[config.mk]
export PLATFORM = sky130hd
export DESIGN_NAME = encoder_4to2_reg
export DESIGN_NICKNAME = d
export VERILOG_FILES = /design/src/rtl/encoder_4to2_pkg.sv /design/src/rtl/encoder_4to2_comb.sv /design/src/rtl/encoder_4to2_reg.sv
export SDC_FILE = /design/constraint.sdc
export NUM_CORES = 1
export LEC_CHECK = 0
export CAP_MARGIN = 20
export CORE_AREA = 4 4 41 43
export CTS_CLUSTER_DIAMETER = 30
export DETAILED_ROUTE_END_ITERATION = 10
export DIE_AREA = 0 0 45 47
export SLEW_MARGIN = 20
export SYNTH_ARGS = -nofsm -noshare
export SYNTH_HDL_FRONTEND = slang
export SYNTH_HIERARCHICAL = 1
export SYNTH_SLANG_ARGS = --single-unit
[constraint.sdc]
create_clock -name clk -period 0.8 [get_ports clk]
set_clock_uncertainty 0.1 [all_clocks]
set_input_delay 0.08 -clock clk [delete_from_list [all_inputs] [get_ports clk]]
set_output_delay 0.08 -clock clk [all_outputs]
set_load 0.05 [all_outputs]
[src/rtl/encoder_4to2_pkg.sv]
// ---------------------------------------------------------------------------
// encoder_4to2_pkg
//   Shared definitions for the 4-to-2 priority encoder:
//     - 2-bit index codes for each request line
//     - count_ones(): population count of a 4-bit request vector
//   No ports (package).
// ---------------------------------------------------------------------------
package encoder_4to2_pkg;

    localparam logic [1:0] IDX_D0 = 2'b00;
    localparam logic [1:0] IDX_D1 = 2'b01;
    localparam logic [1:0] IDX_D2 = 2'b10;
    localparam logic [1:0] IDX_D3 = 2'b11;

    // Number of active request lines (0..4).
    function automatic logic [2:0] count_ones(input logic [3:0] v);
        logic [2:0] n;
        n = 3'd0;
        for (int i = 0; i < 4; i++) begin
            n = n + {2'b00, v[i]};
        end
        return n;
    endfunction

endpackage : encoder_4to2_pkg

[src/rtl/encoder_4to2_comb.sv]
// ---------------------------------------------------------------------------
// encoder_4to2_comb
//   Purely combinational 4-to-2 priority encoder.
//   Parameters:
//     HIGH_PRIORITY  1: highest active index wins; 0: lowest active index wins
//   Ports:
//     d      in  [3:0]  request lines (d[0] = D0 ... d[3] = D3)
//     idx    out [1:0]  index of the winning request (00 when none active)
//     valid  out        at least one request active
//     multi  out        two or more requests active
// ---------------------------------------------------------------------------
module encoder_4to2_comb
    import encoder_4to2_pkg::*;
#(
    parameter int HIGH_PRIORITY = 1
) (
    input  logic [3:0] d,
    output logic [1:0] idx,
    output logic       valid,
    output logic       multi
);

    always_comb begin
        idx = IDX_D0;
        if (HIGH_PRIORITY != 0) begin
            if (d[3])      idx = IDX_D3;
            else if (d[2]) idx = IDX_D2;
            else if (d[1]) idx = IDX_D1;
            else           idx = IDX_D0;
        end else begin
            if (d[0])      idx = IDX_D0;
            else if (d[1]) idx = IDX_D1;
            else if (d[2]) idx = IDX_D2;
            else if (d[3]) idx = IDX_D3;
            else           idx = IDX_D0;
        end
    end

    assign valid = |d;
    assign multi = (count_ones(d) >= 3'd2);

endmodule : encoder_4to2_comb

[src/rtl/encoder_4to2_reg.sv]
// ---------------------------------------------------------------------------
// encoder_4to2_reg
//   4-to-2 priority encoder with valid/multi flags and an optional output
//   register stage.
//   Parameters:
//     HIGH_PRIORITY  1: D3 > D2 > D1 > D0;  0: D0 > D1 > D2 > D3
//     REG_OUT        1: outputs registered, 1-cycle latency, async reset
//                    0: outputs combinational, clk/rst_n unused
//   Ports:
//     clk     in   rising-edge clock
//     rst_n   in   asynchronous active-low reset
//     D0..D3  in   request lines (indices 00..11)
//     Y0, Y1  out  encoded index LSB / MSB
//     valid   out  at least one request active
//     multi   out  two or more requests active
// ---------------------------------------------------------------------------
module encoder_4to2_reg
    import encoder_4to2_pkg::*;
#(
    parameter int HIGH_PRIORITY = 1,
    parameter int REG_OUT       = 1
) (
    input  logic clk,
    input  logic rst_n,
    input  logic D0,
    input  logic D1,
    input  logic D2,
    input  logic D3,
    output logic Y0,
    output logic Y1,
    output logic valid,
    output logic multi
);

    logic [1:0] idx_d;
    logic       valid_d;
    logic       multi_d;

    encoder_4to2_comb #(
        .HIGH_PRIORITY(HIGH_PRIORITY)
    ) u_comb (
        .d     ({D3, D2, D1, D0}),
        .idx   (idx_d),
        .valid (valid_d),
        .multi (multi_d)
    );

    generate
        if (REG_OUT != 0) begin : g_reg
            // All four outputs live in one register so they change together
            // on the same edge; no intermediate code is ever visible.
            logic [1:0] idx_q;
            logic       valid_q;
            logic       multi_q;

            always_ff @(posedge clk or negedge rst_n) begin
                if (!rst_n) begin
                    idx_q   <= IDX_D0;
                    valid_q <= 1'b0;
                    multi_q <= 1'b0;
                end else begin
                    idx_q   <= idx_d;
                    valid_q <= valid_d;
                    multi_q <= multi_d;
                end
            end

            assign Y1    = idx_q[1];
            assign Y0    = idx_q[0];
            assign valid = valid_q;
            assign multi = multi_q;
        end else begin : g_bypass
            assign Y1    = idx_d[1];
            assign Y0    = idx_d[0];
            assign valid = valid_d;
            assign multi = multi_d;
        end
    endgenerate

endmodule : encoder_4to2_reg

==> metrics.md <==
| Metric | Value |
|---|---|
| Dpl ws | -723 ps |
| Area leader, netlist | dfrtp_1 |
| Clk sinks | 4 |
| Nets | 38 |
| CP Cell Sequence | buf_12 |
| Seq cells post-synth | 4 |
| I/O Buffers | 9 |
| Cells after synthesis | 14 |
| Die W | 45 um |
| Delay-heaviest family, CP | flip-flops |
| Final Cycle Share | 1.18 |
| Ports | 10 |
| Layout Area Growth over Synthesis | 114% |
| Layout cells sized above 1 | 0.536 |
| Die height | 47 um |
| Crit Path Category | reg2out |
| Post-Syn Area per Cell | 11.9 um^2 |
| Mapped Nets | 22 |
| Synth top area share | 0.602 |
| Fin Hold WS | -52.2 ps |
| Ranking of synthesized cells by area | dfrtp_1, fa_1, inv_1 |
| Total GRT Usage | 0.0461 |
| Row count | 13 |
| Hold crit path type | in2async |
| Final min period | 948 ps |
| Worst VDD drop | 444 uV |
| Via count | 133 |
| Yosys warning count | 6 |
| Max-slew headroom | 0.886 |
| Core area | 0.00130 mm^2 |
| First-pass GRT wire length | 572 um |
| Worst setup EP type | output pin |
| Crit-path max cell delay | 390 ps |
| Slowest cell on crit path | dfrtp_1 |
| Detailed placement HPWL | 260 um |
| Worst Path Buf+Inv | 1 |
| Starting Density | 0.128 |
| Total grt overflow | 0 |
| CTS tree | yes |
| Crit start category | flop |
| Setup ws final | -148 ps |
| DRC Markers | 0 |
| Register area | 100 um^2 |
| Final ANT Viol Nets | 0 |
| Crit path max fanout | 1 |
| Leakage power | about 0.17 nW |
| Vias in the first global route | 162 |
| Max cap viols | 0 |
| Slew Viols, Final | 0 |
| Hold Vio Cnt, Final | 7 |
| Worst-Margin Slew | between 150 and 200 ps |
| Post-DR vias/cell | 3.09 |
| CTS Buffer Depth | 2 |
| Failing checks | negative hold slack, negative setup slack |
| GPL Wtd Cong | 0.641 |
| Initial antenna violation count | 0 |
| Most frequent cells in the layout | dfrtp_1, buf_12, clkbuf_4 |
| Pin count of the biggest net entering global routing | 5 |
| Critical Path AT | between 700 and 800 ps |
| Die area | 0.00212 mm^2 |
| Wire per inst | 7.07 um |
| CP Data Required Time | between 600 and 700 ps |
| Setup violations, final | 4 |
| Inserted Diodes | 0 |
| Fmax | between 1000 and 1500 MHz |
| Iter 0 DRT Violations | 0 |
| Post-CTS Repair Setup Buffers | 0 |
| CTS Buf Count | 3 |
| Post-synthesis sequential area ratio | 0.602 |
| Final WL | between 300 and 400 um |
| Distinct cells, synth | 8 |
| Unrepaired setup endpoints after global routing | true |
| Worst-path clk slew | 30 ps |
| Root Driver | clkbuf_4 |
| Status | finished with violations |
| Drt pass-1 iters | 1 |
| Multi-input logic area | 51.3 um^2 |
| Layout fillers | 150 |
| Cell Pwr Density | 1760 mW/mm^2 |
| H-Tree Depth | 1 |
| Post-Syn Area | 166 um^2 |
-- per-layer routing --
layer,vias up,share of wire,global-route usage
li1,69,-,-
met5,-,0,0
met2,10,0.39,0.0593
met4,0,0,0.0702
met3,0,0.25,0.0383
met1,54,0.35,0.0348
-- Yosys cell counts --
master and n:
nand2_1 1, o21ai_1 1, inv_1 4, dfrtp_1 4, nand3_1 1, fa_1 1, ha_1 1, o21ai_0 1
-- cell type report --
class	count	share of cell area
timing repair buffer	11	0.382
inverter	4	0.0772
sequential	4	0.281
clock buffer	3	0.0632
tap	15	0.0526
multi-input combinational	6	0.144
-- power breakdown --
group	internal [W]	total, W	leakage, nW	switching (W)
Combinational	0.0000825	0.000161	0.112	0.0000790
Sequential	0.000216	0.000226	0.0414	0.00000996
Clock	0.000167	0.000239	0.0138	0.0000716
-- path summary, 6_finish.rpt --
kind / startpoint / to / slack [ps] / depth (start not counted)
min in group clk: D3 / g_reg.idx_q[1] / -40 / 3
max in group asynchronous: rst_n / g_reg.idx_q[0] / 490 / 1
hold / removal: rst_n / valid / -50 / 1
setup / recovery: valid / valid / -150 / 1
-- what timing repair did --
action,in CTS,in global routing
gates resized for setup,13,0
hold endpoints to repair,4,6
cloned,0,0
setup endpoints to repair,7,5
pin swaps,2,2
-- stage by stage --
stage | cells | total power (W) | util | instance area (um^2) | TNS (ps)
final | 43 | 0.000626 | 0.274 | 357 | -586
after global routing | 43 | 0.000663 | 0.274 | 357 | -671
after CTS | 44 | 0.000655 | 0.283 | 368 | -649
after detailed placement | 41 | 0.000399 | 0.269 | 350 | -1480
after global placement | 41 | 0.000399 | 0.269 | 350 | -1470
after floorplan | 14 | 0.000292 | - | 179 | -90.4
-- cells by family (layout without fill, tap and decap cells) --
kind of cell,Yosys count,after routing,synth area share
AO/OA/AOI/OAI,2,2,0.0601
buffers and inverters,4,18,0.0902
flip-flops,4,4,0.602
AND/OR/NAND/NOR,2,2,0.0526
adder cells (fa/ha/maj),2,2,0.195
-- flip-flops by register name (all words and copies together), names as in the netlist --
signal,flops
valid,1
g_reg.idx_q,2
multi,1
(Power assumes the default switching activity.)
